--- src/rtl/tdm_demux16.sv ---
// 16-slot serial TDM demultiplexer: hunts for fsync, gathers one bit per valid
// beat into an assembly register, and publishes each completed frame on dout.

module tdm_demux16_bit (
  input  logic clk,
  input  logic rst_n,
  input  logic wen,
  input  logic d,
  output logic q
);
  always_ff @(posedge clk or negedge rst_n) begin
    if (!rst_n)   q <= 1'b0;
    else if (wen) q <= d;
  end
endmodule

module tdm_demux16 (
  input  logic        clk,
  input  logic        rst_n,
  input  logic        din,
  input  logic        din_valid,
  input  logic        fsync,
  output logic [15:0] dout,
  output logic        dout_valid,
  output logic [3:0]  slot,
  output logic        busy,
  output logic        sync_err
);
  typedef enum logic {IDLE = 1'b0, RECV = 1'b1} state_t;

  state_t      state, state_nxt;
  logic        start, accept, done, abort;
  logic [15:0] asm_q, asm_wen, asm_d;

  // fsync always wins: in RECV it restarts the frame rather than completing it
  always_comb begin
    start  = din_valid && fsync;
    accept = din_valid && !fsync && (state == RECV);
    done   = accept && (slot == 4'd15);
    abort  = start && (state == RECV);
  end

  always_ff @(posedge clk or negedge rst_n) begin
    if (!rst_n) state <= IDLE;
    else        state <= state_nxt;
  end

  always_comb begin
    state_nxt = state;
    if (start)     state_nxt = RECV;
    else if (done) state_nxt = IDLE;
  end

  always_comb begin
    busy = (state == RECV);
  end

  // A start beat clears every stale bit so a partial frame can never leak out
  genvar k;
  generate
    for (k = 0; k < 16; k++) begin : g_asm
      always_comb begin
        asm_wen[k] = start || (accept && (slot == 4'(k)));
        asm_d[k]   = (start && (k != 0)) ? 1'b0 : din;
      end
      tdm_demux16_bit u_bit (
        .clk  (clk),
        .rst_n(rst_n),
        .wen  (asm_wen[k]),
        .d    (asm_d[k]),
        .q    (asm_q[k])
      );
    end
  endgenerate

  always_ff @(posedge clk or negedge rst_n) begin
    if (!rst_n) begin
      slot       <= 4'd0;
      dout       <= 16'h0000;
      dout_valid <= 1'b0;
      sync_err   <= 1'b0;
    end else begin
      dout_valid <= done;
      sync_err   <= abort;
      if (start)       slot <= 4'd1;
      else if (accept) slot <= slot + 4'd1;  // 15 -> 0 on completion
      if (done)        dout <= {din, asm_q[14:0]};
    end
  end
endmodule

--- config.mk ---
export PLATFORM = sky130hd
export DESIGN_NAME = tdm_demux16
export DESIGN_NICKNAME = d
export VERILOG_FILES = /design/src/rtl/tdm_demux16.sv
export SDC_FILE = /design/constraint.sdc
export NUM_CORES = 1
export LEC_CHECK = 0
export CAP_MARGIN = 20
export CORE_MARGIN = 2
export CORE_UTILIZATION = 52
export CTS_CLUSTER_DIAMETER = 200
export DETAILED_ROUTE_END_ITERATION = 8
export PLACE_DENSITY = 0.78
export SETUP_SLACK_MARGIN = 0.02
export SLEW_MARGIN = 20
export SYNTH_ARGS = -nofsm -noshare
export SYNTH_HDL_FRONTEND = slang
export SYNTH_SLANG_ARGS = --single-unit
--- constraint.sdc ---
create_clock -name clk -period 2 [get_ports clk]
set_input_delay 0.6 -clock clk [delete_from_list [all_inputs] [get_ports clk]]
set_output_delay 0.6 -clock clk [all_outputs]
set_load 0.01 [all_outputs]
==> results.yml <==
finish:
  layout_common_cells: "36 x dfrtp_1, 27 x clkdlybuf4s50_1, 23 x nand2_1"
  nFillCells: 241
  fin_area_um2: 2210
  final_layout_size_suffix_gt1_share_pct: 25.1
  layout.cells.non_filler: 223
  antenna-diode-count: 0
  syn_to_final_growth_pct: 28.8
  final_common_cell: "dfrtp_1"
  final_nets: 187
route:
  ant_nets: 0
  avgRoutedWirePerCell_um: 15.3
  highest_layer: "met4"
  dr.pass1.iters: 4
  wl_met3_um: 146
  wl_met2_mm: 1.63
  drtIter0Drc: 101
  vias: 1186
  drt-vias-per-instance: 5.32
  wl_met1_mm: 1.59
  drc: 0
  wl_mm: 3.41
setup_path:
  path_cells: "clkdlybuf4s50_1"
  crit_start: "slot[0]$_DFFE_PN0P_"
  critPathArrivalTime_ps: 1300
  critPathRequiredTime_ps: 1400
  regToRegEndpoint: "g_asm[0].u_bit.q$_DFFE_PN0P_"
  critPathSlowestCell: "clkdlybuf4s50_1"
  crit_path_max_fanout: 3
  crit_path_end_kind: "output pin"
  path_buf_inv: 1
  critical_path_depth: 1
  critical_path.endpoint: "slot[0]"
  r2r_start: "slot[0]$_DFFE_PN0P_"
  startpoint_type: "register"
  r2r_setup_slack_ps: 230
  reg2regPathDepth: 6
  max_stage_delay_ps: 550
  crit_type: "reg -> out"
  crit_family: "buffers and inverters"
sta:
  clock_skew_ps: 12.1
  fmax_mhz: 528
  finalCritPeriodShare_pct: 94.8
  rsz0062_at_grt: "false"
  setup_viol: 0
  min_period_ps: 1900
  hold_violations: 0
  tns_ps: 0
  slew_viol_final: 0
  worst_pin_slew_ps: 471
  timing.slew.headroom_pct: 68.6
power_and_ir_drop:
  p_per_area_nw_per_um2: 687
  vdd_drop_max_mv: 0.747
  combPwrFrac_pct: 12.3
  p_leak_nw: 1.12
  p_switching_mw: 0.381
  swShare_pct: 25.1
  internal_power_mw: 1.14
  clkPwrFrac_pct: 34.5
  p_total_mw: 1.52
  pwr-share-seq_pct: 53.2
die:
  std_cell_rows: 20
  ios: 28
  die_h_um: 61.4
  core_um2: 3100
  die_w_um: 61.4
  dieArea_um2: 3770
  initial_core_util_pct: 55.3
clocking:
  insertion_delay_ps: 360
  clockBufferDepth: 2
  path_clk_slew_ps: 120
  cts_sinks: 38
  h-tree-depth: 2
  cts_tree: "done"
  cts_buffers: 5
  cts-root-buf: "clkbuf_4"
global_routing:
  grt_max_degree: 39
  gr-total-overflow: 0
  antenna_found_initial: 0
  grt_pass1_wl_mm: 5.69
  first_global_vias: 1155
  grtUsageTotal_pct: 21.0
synthesis:
  yosysSeqAreaShare_pct: 55.4
  synth.distinct_cells: 26
  postSynthNetCount: 146
  avgSynthCellArea_um2: 12.5
  yosys_warnings: 0
  ys_ff_latch: 38
  syn_area_um2: 1720
  syn_inst: 137
placement:
  dp_cells: 210
  dp_hpwl_mm: 2.21
  io_buffers: 27
  routabilityCongestion: 0.791
  placed_cell_area_um2: 2090
worst_hold_path:
  min_path_type: "reg -> reg"
  min_path_cells: 1
  holdCritStartpoint: "g_asm[10].u_bit.q$_DFFE_PN0P_"
flow_run:
  maxCapViolCount: 0
outcome:
  status: "finished clean"
[timing repair]
item,in CTS,in global routing
hold buffers,0,0
resized for setup,2,0
buffers inserted,3,2
setup endpoints to repair,3,1
[registers in the layout, summed over array words and instances, names as in the netlist]
signal	cells
sync_err	1
busy	1
dout	16
g_asm.u_bit.q	15
slot	4
dout_valid	1
[worst min path at each step]
stage               slack, ps                    to
floorplan                 300      busy$_DFFE_PN0P_
global placement          480   dout[0]$_DFFE_PN0P_
detailed placement        490  dout[10]$_DFFE_PN0P_
CTS                       520  dout[10]$_DFFE_PN0P_
global route              540   dout[7]$_DFFE_PN0P_
finish                    520  dout[10]$_DFFE_PN0P_
[Yosys cell counts (all sizes together)]
| master | number | area share [%] |
|---|---|---|
| ha | 4 | 2.9 |
| and3b | 1 | 0.51 |
| a21boi | 1 | 0.44 |
| and3 | 2 | 0.73 |
| nand3b | 1 | 0.44 |
| dfrtp | 38 | 55 |
| inv | 3 | 0.66 |
| buf | 2 | 1.3 |
| and4b | 3 | 1.8 |
| nand3 | 4 | 1.2 |
| nand4 | 2 | 0.73 |
| a31o | 1 | 0.51 |
| clkinv | 1 | 0.22 |
| a22o | 1 | 0.51 |
| and4 | 2 | 1.2 |
| nor2 | 2 | 0.44 |
| clkbuf | 5 | 1.1 |
| nand2 | 23 | 5.0 |
| o21ai | 4 | 1.2 |
| mux2i | 14 | 8.2 |
| mux2 | 18 | 14 |
| a21bo | 1 | 0.58 |
| nor2b | 3 | 1.1 |
| and2 | 1 | 0.36 |
[final cells by class]
| class | count | area (um^2) | share of cell area (%) |
|---|---|---|---|
| clock buffers | 5 | 37.5 | 1.70 |
| flip-flops and latches | 38 | 953 | 43.1 |
| well taps | 44 | 55.1 | 2.49 |
| multi-input cells | 88 | 708 | 32.0 |
| repair buffers | 41 | 400 | 18.1 |
| clock inverters | 3 | 40.0 | 1.81 |
| inverters | 4 | 15.0 | 0.680 |
[per-layer routing]
layer / global-route usage [%] / up-vias
met3: 5.67 / 6
met1: 30.4 / 599
met4: 6.38 / 0
met2: 31.0 / 29
li1: - / 552
met5: 0 / -
[kinds of logic after synthesis]
logic type,synth area share [%]
and+or+nand+nor,13.4
adders and majority gates,2.92
DFF,55.4
muxes,21.7
buffers and inverters,3.28
AOI/OAI and AO/OA,3.21
[power by group through the flow]
stage	logic, mW	registers (mW)	clock network [mW]
floorplan	0.0798	0.826	0
global placement	0.147	0.831	0
detailed placement	0.152	0.834	0
CTS	0.180	0.808	0.533
global route	0.206	0.810	0.563
finish	0.187	0.807	0.524
[metrics by stage]
stage	utilization, %	setup slack [ps]	hold WS, ps
final	71.2	105	519
after detailed placement	67.4	-172	494
after global routing	71.2	63.5	541
after floorplan	-	259	304
after global placement	67.4	-110	483
after CTS	70.7	34.0	520
(Power assumes the default switching activity.)
